==> src/rtl/fir_result_packer.sv <==
// Rounds/saturates FIR results to 16-bit samples, queues them in a FIFO and
// streams each sample as two bytes (MSB first) on a valid/ready byte interface.
module fir_result_packer #(
    parameter int IN_WIDTH   = 32,
    parameter int OUT_WIDTH  = 16,
    parameter int SHIFT      = 15,
    parameter int FIFO_DEPTH = 16,
    parameter int ADDR_WIDTH = 4
) (
    input  logic                  i_clk,
    input  logic                  i_rst,
    input  logic [IN_WIDTH-1:0]   i_fir_data,
    input  logic                  i_fir_wren,
    output logic [7:0]            o_byte,
    output logic                  o_byte_valid,
    input  logic                  i_byte_ready,
    output logic [ADDR_WIDTH:0]   o_count,
    output logic                  o_full,
    output logic                  o_overflow
);

    typedef enum logic [1:0] {
        S_IDLE = 2'd0,
        S_HI   = 2'd1,
        S_LO   = 2'd2
    } state_t;

    localparam logic signed [IN_WIDTH:0] L_ROUND = (IN_WIDTH+1)'(1'b1) << (SHIFT-1);
    localparam logic signed [IN_WIDTH:0] L_MAX   = (IN_WIDTH+1)'(32'sd32767);
    localparam logic signed [IN_WIDTH:0] L_MIN   = (IN_WIDTH+1)'(-32'sd32768);
    localparam logic [ADDR_WIDTH:0]      L_DEPTH = (ADDR_WIDTH+1)'(FIFO_DEPTH);

    // Round half-up on one extra bit of headroom, then clamp to the 16-bit range.
    function automatic logic [OUT_WIDTH-1:0] quantise(input logic [IN_WIDTH-1:0] d);
        logic signed [IN_WIDTH:0] sum;
        logic signed [IN_WIDTH:0] q;
        sum = $signed({d[IN_WIDTH-1], d}) + L_ROUND;
        q   = sum >>> SHIFT;
        if (q > L_MAX) begin
            quantise = L_MAX[OUT_WIDTH-1:0];
        end else if (q < L_MIN) begin
            quantise = L_MIN[OUT_WIDTH-1:0];
        end else begin
            quantise = q[OUT_WIDTH-1:0];
        end
    endfunction

    logic                  r_q_valid;
    logic [OUT_WIDTH-1:0]  r_q_data;
    logic [OUT_WIDTH-1:0]  r_mem [FIFO_DEPTH];
    logic [ADDR_WIDTH-1:0] r_wr_ptr;
    logic [ADDR_WIDTH-1:0] r_rd_ptr;
    logic [ADDR_WIDTH:0]   r_count;
    logic                  r_full;
    logic                  r_overflow;
    state_t                r_state;
    logic [OUT_WIDTH-1:0]  r_hold;
    logic [7:0]            r_byte;
    logic                  r_byte_valid;

    logic                  w_pop;
    logic                  w_push_ok;
    logic                  w_drop;
    logic                  w_accept;
    logic [OUT_WIDTH-1:0]  w_rd_word;
    logic [ADDR_WIDTH:0]   w_count_nxt;
    state_t                w_state_nxt;
    logic [7:0]            w_byte_nxt;
    logic                  w_valid_nxt;

    assign w_pop     = (r_state == S_IDLE) && (r_count != (ADDR_WIDTH+1)'(0));
    // A full FIFO still accepts a push when the same edge frees a slot.
    assign w_push_ok = r_q_valid && ((r_count != L_DEPTH) || w_pop);
    assign w_drop    = r_q_valid && !w_push_ok;
    assign w_accept  = r_byte_valid && i_byte_ready;
    assign w_rd_word = r_mem[r_rd_ptr];

    assign o_byte       = r_byte;
    assign o_byte_valid = r_byte_valid;
    assign o_count      = r_count;
    assign o_full       = r_full;
    assign o_overflow   = r_overflow;

    // Quantiser stage register.
    always_ff @(posedge i_clk) begin
        if (i_rst) begin
            r_q_valid <= 1'b0;
            r_q_data  <= {OUT_WIDTH{1'b0}};
        end else begin
            r_q_valid <= i_fir_wren;
            if (i_fir_wren) begin
                r_q_data <= quantise(i_fir_data);
            end
        end
    end

    // FIFO storage array; contents are don't-care until written.
    always_ff @(posedge i_clk) begin
        if (w_push_ok) begin
            r_mem[r_wr_ptr] <= r_q_data;
        end
    end

    // Next FIFO occupancy from the push/pop pair.
    always_comb begin
        w_count_nxt = r_count;
        case ({w_push_ok, w_pop})
            2'b10:   w_count_nxt = r_count + (ADDR_WIDTH+1)'(1);
            2'b01:   w_count_nxt = r_count - (ADDR_WIDTH+1)'(1);
            default: w_count_nxt = r_count;
        endcase
    end

    // FIFO pointers, occupancy, full and sticky overflow.
    always_ff @(posedge i_clk) begin
        if (i_rst) begin
            r_wr_ptr   <= {ADDR_WIDTH{1'b0}};
            r_rd_ptr   <= {ADDR_WIDTH{1'b0}};
            r_count    <= {(ADDR_WIDTH+1){1'b0}};
            r_full     <= 1'b0;
            r_overflow <= 1'b0;
        end else begin
            if (w_push_ok) begin
                r_wr_ptr <= r_wr_ptr + ADDR_WIDTH'(1);
            end
            if (w_pop) begin
                r_rd_ptr <= r_rd_ptr + ADDR_WIDTH'(1);
            end
            r_count <= w_count_nxt;
            r_full  <= (w_count_nxt == L_DEPTH);
            if (w_drop) begin
                r_overflow <= 1'b1;
            end
        end
    end

    // Serializer next state and next registered byte outputs.
    always_comb begin
        w_state_nxt = r_state;
        w_byte_nxt  = r_byte;
        w_valid_nxt = r_byte_valid;
        case (r_state)
            S_IDLE: begin
                if (w_pop) begin
                    w_state_nxt = S_HI;
                    w_byte_nxt  = w_rd_word[15:8];
                    w_valid_nxt = 1'b1;
                end else begin
                    w_byte_nxt  = 8'h00;
                    w_valid_nxt = 1'b0;
                end
            end
            S_HI: begin
                if (w_accept) begin
                    w_state_nxt = S_LO;
                    w_byte_nxt  = r_hold[7:0];
                    w_valid_nxt = 1'b1;
                end else begin
                    w_state_nxt = S_HI;
                end
            end
            S_LO: begin
                if (w_accept) begin
                    w_state_nxt = S_IDLE;
                    w_byte_nxt  = 8'h00;
                    w_valid_nxt = 1'b0;
                end else begin
                    w_state_nxt = S_LO;
                end
            end
            default: begin
                w_state_nxt = S_IDLE;
                w_byte_nxt  = 8'h00;
                w_valid_nxt = 1'b0;
            end
        endcase
    end

    // Serializer state, hold word and output byte registers.
    always_ff @(posedge i_clk) begin
        if (i_rst) begin
            r_state      <= S_IDLE;
            r_hold       <= {OUT_WIDTH{1'b0}};
            r_byte       <= 8'h00;
            r_byte_valid <= 1'b0;
        end else begin
            r_state      <= w_state_nxt;
            r_byte       <= w_byte_nxt;
            r_byte_valid <= w_valid_nxt;
            if (w_pop) begin
                r_hold <= w_rd_word;
            end
        end
    end

endmodule

==> config.mk <==
export PLATFORM = sky130hd
export DESIGN_NAME = fir_result_packer
export DESIGN_NICKNAME = d
export VERILOG_FILES = /design/src/rtl/fir_result_packer.sv
export SDC_FILE = /design/constraint.sdc
export NUM_CORES = 1
export LEC_CHECK = 0
export ABC_AREA = 1
export BUFFER_PORTS_ARGS = -buffer_cell sky130_fd_sc_hd__clkbuf_2
export CELL_PAD_IN_SITES_DETAIL_PLACEMENT = 1
export CELL_PAD_IN_SITES_GLOBAL_PLACEMENT = 1
export CORE_ASPECT_RATIO = 1.1
export CORE_MARGIN = 4
export CORE_UTILIZATION = 45
export DETAILED_ROUTE_END_ITERATION = 6
export PLACE_DENSITY_LB_ADDON = 0.1
export SYNTH_ARGS = -nofsm -noshare
export SYNTH_HDL_FRONTEND = slang
export SYNTH_SLANG_ARGS = --single-unit
==> constraint.sdc <==
create_clock -name i_clk -period 2.1 [get_ports i_clk]
set_clock_uncertainty 0.1 [all_clocks]
set_input_delay 0.21 -clock i_clk [delete_from_list [all_inputs] [get_ports i_clk]]
set_output_delay 0.21 -clock i_clk [all_outputs]
set_load 0.02 [all_outputs]
==> results.yml, run 1 <==
run_status:
  status: "complete, no violations"
setup_path:
  cp_cell_sequence: "nor2_4, nand4_1, nand2_2, nor2_4, ha_4, a21oi_4, nand2_2, xor2_2, xnor2_1, o21ai_1, nor2_1"
  crit_path_start: "o_count[1]$_SDFF_PP0_"
  cp_max_fo: 5
  r2r-end: "o_full$_SDFF_PP0_"
  cp_data_arrival_time_ns: 2.34
  max_stage_delay_ns: 0.35
  start_kind: "flip-flop"
  reg2reg_setup_slack_ns: 0.06
  cp_slowest_cell: "dfxtp_2"
  criticalPathCategory: "reg2reg"
  rr_worst_depth: 11
  end_kind: "flip-flop"
  rr_startpoint: "o_count[1]$_SDFF_PP0_"
  critical_path_required_ns: 2.40
pwr:
  p_int_mw: 12.3
  power.net_switching_mw: 5.87
  ir_drop_uv: 831
  p_per_area_nw_per_um2: 1170
  p_comb_share_pct: 27.0
  p_sw_share_pct: 32.3
  p_total_mw: 18.2
  p_seq_share_pct: 40.1
  clkPwrFrac_pct: 32.9
  p_leak_nw: 5.90
yosys:
  synth_cells: 1226
  ys_types: 36
  synth-seq-cells: 311
  synth.most_common_cell: "nand2_1"
  netlist.area_leader.share_pct: 58.7
  synthFlopType: "edfxtp_1"
  syn_avg_cell_area_um2: 10.7
  syn_area_um2: 13100
  async_reset_ff_share_pct: 0
  synth-seq-area-share_pct: 67.1
  synth_area_leaders: "edfxtp_1, dfxtp_1, nand2_1"
  yosysTopAreaCell: "edfxtp_1"
  synth_edf_count: 256
  synth_warnings: 0
  syn_nets: 1272
  synthTopCellsByCount: "nand2_1, edfxtp_1, nor2_1"
place:
  place_area_um2: 14300
  io_buffers: 37
  place_ws_ns: -0.0640
  dp_cells: 1641
  dp_hpwl_um: 22900
  gp_congestion: 0.828
clock_network:
  cts_root_buffer: "clkbuf_16"
  cts_buffers: 34
  clk_latency_ns: 0.50
  cts.sinks: 311
  cts_tree: "yes"
  clockBufferDepth: 3
  clk_pin_slew_ns: 0.06
  htree_levels: 2
worst_hold_path:
  hold_path_class: "in2reg"
  holdPathEnd: "r_q_data[3]$_SDFFE_PP0P_"
  hold_depth: 5
  hold_start: "i_fir_data[18]"
floorplan:
  start_util_pct: 45.6
  rows: 65
  die_y_um: 187
  dieArea_um2: 31900
  die_x_um: 171
  core_um2: 28700
  io_pins: 52
global_routing:
  grt_pass1_vias: 9663
  grt_usage_pct: 23.0
  grt_first_pass_wirelength_um: 56500
  overflow: 0
  antenna_found_initial: 0
  grt_max_degree: 59
drt:
  first_pass_iters: 5
  viasPerCell: 5.43
  routed_wl_um: 36500
  vias: 9264
  wire_per_inst_um: 21.4
  drt_iter0_drc: 639
  ant_nets: 0
  drc: 0
timing:
  tightest_slew_ns: 0.735
  min_period_ns: 2.04
  hold_violations: 0
  slew_headroom_pct: 50.9
  setup_viol: 0
  clock.fmax_ghz: 0.489
  setup_tns_ns: 0
  grt_setup_unrepaired: "true"
  finalWorstSetupSlack_ns: 0.0555
  finalCritPeriodShare_pct: 97.4
  slew_viol_final: 0
layout:
  syn_to_final_growth_pct: 18.6
  fin_cells: 1707
  nNetsFinal: 1359
  n_antenna_cell: 0
  design_area_um2: 15500
  final_layout_size_suffix_gt1_share_pct: 18.5
flow_run:
  cap_violations: 0
[layer usage]
layer / global-route usage (%) / vias up / part of all wire (%)
li1: - / 4381 / -
met1: 31.3 / 4655 / 44
met2: 39.4 / 176 / 50
met3: 2.85 / 52 / 3.8
met5: 0 / - / 0
met4: 5.65 / 0 / 2.1
[flip-flops by register name (all words and copies together) (netlist names), 2 cells and up, named ones only]
signal,flops
o_byte,8
o_count,5
r_hold,8
r_mem,256
r_q_data,16
r_rd_ptr,4
r_state,2
r_wr_ptr,4
[logic make-up (layout without fill, tap and decap cells)]
| logic type | Yosys count | after routing | synth area share [%] |
|---|---|---|---|
| AOI/OAI and AO/OA | 171 | 171 | 7.62 |
| xor gates and xnor gates | 19 | 19 | 1.27 |
| adders and majority gates | 10 | 10 | 1.01 |
| buffers and inverters | 120 | 233 | 3.87 |
| DFF | 311 | 311 | 67.1 |
| and+or+nand+nor | 595 | 595 | 19.1 |
[repair_timing]
item	CTS	global route
hold buffers	2	0
buffers inserted	0	2
resized for setup	2	24
pin swaps	0	9
setup endpoints to repair	2	105
endpoints found under the hold margin	4	0
[stage by stage]
stage / hold slack, ns / util [%]
after floorplan: 0.291 / -
final: 0.0502 / 54.1
after global placement: 0.349 / 49.7
after detailed placement: 0.358 / 49.7
after CTS: 0.0343 / 53.7
after global routing: 0.0645 / 54.1
[power groups by stage]
stage / Combinational, mW / Clock (mW) / Sequential, mW
after floorplan: 2.84 / 0 / 7.44
after global placement: 4.62 / 0 / 7.39
after detailed placement: 4.73 / 0 / 7.41
after CTS: 4.79 / 6.11 / 7.28
after global routing: 5.47 / 6.40 / 7.34
final: 4.91 / 5.99 / 7.30
[critical path: cells and delay by family (launching register included)]
family	cells	cell delay (ns)
adder cells (fa/ha/maj)	1	0.27
XOR/XNOR	2	0.26
AO/OA/AOI/OAI	2	0.35
AND/OR/NAND/NOR	6	0.60
flip-flops	1	0.35
[cell usage in the layout, fill, tap and decap left out, drive strengths merged]
| cell type | n |
|---|---|
| a21oi | 21 |
| o21ai | 107 |
| xnor2 | 4 |
| o22ai | 8 |
| edfxtp | 256 |
| xor2 | 15 |
| ha | 9 |
| bufinv | 3 |
| a31oi | 1 |
| fa | 1 |
| dlygate4sd3 | 2 |
| nor3 | 1 |
| o211ai | 8 |
| nand3 | 87 |
| dfxtp | 55 |
| o21a | 2 |
| nor2 | 209 |
| nand4 | 5 |
| clkbuf | 83 |
| clkinv | 16 |
| inv | 56 |
| buf | 73 |
| nand2 | 293 |
| o221ai | 24 |
[area by class of cell]
cell class / instances / area [um2]
Fill cell: 3061 / 13200
Sequential cell: 311 / 8800
Multi-Input combinational cell: 795 / 3920
Timing Repair Buffer: 112 / 986
Clock buffer: 46 / 980
Tap cell: 368 / 460
Inverter: 59 / 223
Clock inverter: 16 / 151
[how the worst max path moves through the flow]
stage                     cells after the start                endpoint  slack [ns]
after global routing                         12       o_full$_SDFF_PP0_       -0.02
after floorplan                               6  r_mem[11][0]$_DFFE_PP_       -0.15
after CTS                                     8  r_mem[3][11]$_DFFE_PP_        0.02
final                                        11       o_full$_SDFF_PP0_        0.06
after global placement                       10       o_full$_SDFF_PP0_        0.01
after detailed placement                     10       o_full$_SDFF_PP0_       -0.06
(Power assumes the default switching activity.)
==> run 2, diff against run 1 <==
--- a/config.mk
+++ b/config.mk
@@ -10,10 +10,11 @@
 export CELL_PAD_IN_SITES_DETAIL_PLACEMENT = 1
 export CELL_PAD_IN_SITES_GLOBAL_PLACEMENT = 1
 export CORE_ASPECT_RATIO = 1.1
-export CORE_MARGIN = 4
+export CORE_MARGIN = 10
 export CORE_UTILIZATION = 45
 export DETAILED_ROUTE_END_ITERATION = 6
 export PLACE_DENSITY_LB_ADDON = 0.1
+export SKIP_CTS_REPAIR_TIMING = 1
 export SYNTH_ARGS = -nofsm -noshare
 export SYNTH_HDL_FRONTEND = slang
 export SYNTH_SLANG_ARGS = --single-unit
==> results.yml, run 2 (synthesis results as in run 1) <==
global_routing:
  grt_max_degree: 64
  antenna_found_initial: 0
  grt_first_pass_wirelength_um: 55500
  overflow: 0
  grt_pass1_vias: 9560
  grt_usage_pct: 19.8
run_status:
  violations: "hold timing"
  status: "complete, but fails checks"
drt:
  ant_nets: 0
  wire_per_inst_um: 21.2
  drc: 0
  first_pass_iters: 5
  routed_wl_um: 36100
  drt_iter0_drc: 618
  vias: 9288
  viasPerCell: 5.46
floorplan:
  dieArea_um2: 36300
  die_x_um: 183
  io_pins: 52
  start_util_pct: 45.6
  core_um2: 28700
  rows: 65
  die_y_um: 199
setup_path:
  max_stage_delay_ns: 0.36
  cp_data_arrival_time_ns: 2.36
  cp_num_buf_inv: 1
  end_kind: "flip-flop"
  criticalPathCategory: "reg2reg"
  critical-path-top-delay-family: "simple AND/OR/NAND/NOR gates"
  critical_path_required_ns: 2.45
  cp_max_fo: 5
  start_kind: "flip-flop"
  cp_cell_sequence: "nor2_4, nand4_1, nand2_2, nor2_4, fa_2, buf_4, xor2_1, nand2_1, o21ai_1, nor2_1, nand2_1, nor2_1"
  cp_slowest_cell: "fa_2"
layout:
  final_util_pct: 53.9
  n_antenna_cell: 0
  reg_top3: "r_mem x256, r_q_data x16"
  final_cell_mix: "nand2_1, edfxtp_1, nor2_1, o21ai_0, nand3_1"
  nNetsFinal: 1355
  design_area_um2: 15500
  n_fill_cell: 3083
  syn_to_final_growth_pct: 18.3
  largest_reg_flops: 256
  final_layout_size_suffix_gt1_share_pct: 18.3
  final_common_cell: "nand2_1"
  regMostFlops: "r_mem"
timing:
  grt_setup_unrepaired: "true"
  slew_headroom_pct: 50.6
  tightest_slew_ns: 0.741
  whs_ns: -0.0180
  min_period_ns: 2.01
  finalCritPeriodShare_pct: 95.5
  setup_viol: 0
  slew_viol_final: 0
  clock.fmax_ghz: 0.499
  hold_violations: 1
clock_network:
  clk_pin_slew_ns: 0.06
  clockBufferDepth: 3
  cts.sinks: 311
  htree_levels: 2
  cts_buffers: 35
  cts_root_buffer: "clkbuf_16"
  cts_tree: "yes"
  clk_latency_ns: 0.53
worst_hold_path:
  hold_path_class: "in2reg"
pwr:
  p_per_area_nw_per_um2: 1160
  ir_drop_uv: 709
  p_leak_nw: 5.85
  p_total_mw: 18.0
flow_run:
  cap_violations: 0
place:
  dp_hpwl_um: 22500
  place_area_um2: 14300
  gp_congestion: 0.790
  io_buffers: 37
[run 2: routing by layer]
metal	global-route usage [%]	part of all wire [%]	wire length [um]	vias up
li1	-	-	-	4380
met1	25.1	44	15900	4721
met2	34.5	51	18300	138
met3	2.69	3.1	1130	49
met4	5.76	2.2	792	0
met5	0	0	0	-
[run 2: worst min-delay path, stage by stage]
cell	delay, ns
clkbuf_2	0.10
inv_1	0.07
nor2_1	0.07
nand2_1	0.06
nand2_1	0.04
[run 2: worst paths after layout]
path	from	end	slack [ns]	cells past startpoint
hold / removal	i_fir_data[31]	r_q_data[15]$_SDFFE_PP0P_	-0.02	5
setup reg to reg	o_count[1]$_SDFF_PP0_	o_full$_SDFF_PP0_	0.09	12
hold reg to reg	o_byte[4]$_SDFFE_PP0P_	o_byte[4]$_SDFFE_PP0P_	0.37	2
setup / recovery	o_count[1]$_SDFF_PP0_	o_full$_SDFF_PP0_	0.09	12
[run 2: area by class of cell]
class,instances,area (um2),area share (%)
flip-flops and latches,311,8800,56.8
multi-input cells,795,3900,25.2
clock buffers,54,1020,6.59
repair buffers,107,988,6.38
well taps,368,460,2.97
inverters,59,223,1.44
clock inverters,8,86.3,0.558
[run 2: power breakdown]
part | switching (mW) | leakage (nW) | internal [mW]
Clock | 2.37 | 0.539 | 3.49
Sequential | 0.259 | 2.80 | 7.01
Combinational | 3.25 | 2.51 | 1.63
[run 2: per-stage QoR]
| stage | instances | TNS (ns) | setup WS [ns] | hold slack [ns] |
|---|---|---|---|---|
| 2_1_floorplan | 1226 | -23.15 | -0.147 | 0.291 |
| 4_1_cts | 1699 | -0.135 | -0.0977 | -0.0925 |
| 3_5_place_dp | 1637 | -0.0867 | -0.0714 | 0.359 |
| 3_3_place_gp | 1637 | 0 | 0.0227 | 0.354 |
| 5_1_grt | 1702 | -0.0461 | -0.0461 | 0.0288 |
| 6_report | 1702 | 0 | 0.0946 | -0.0180 |
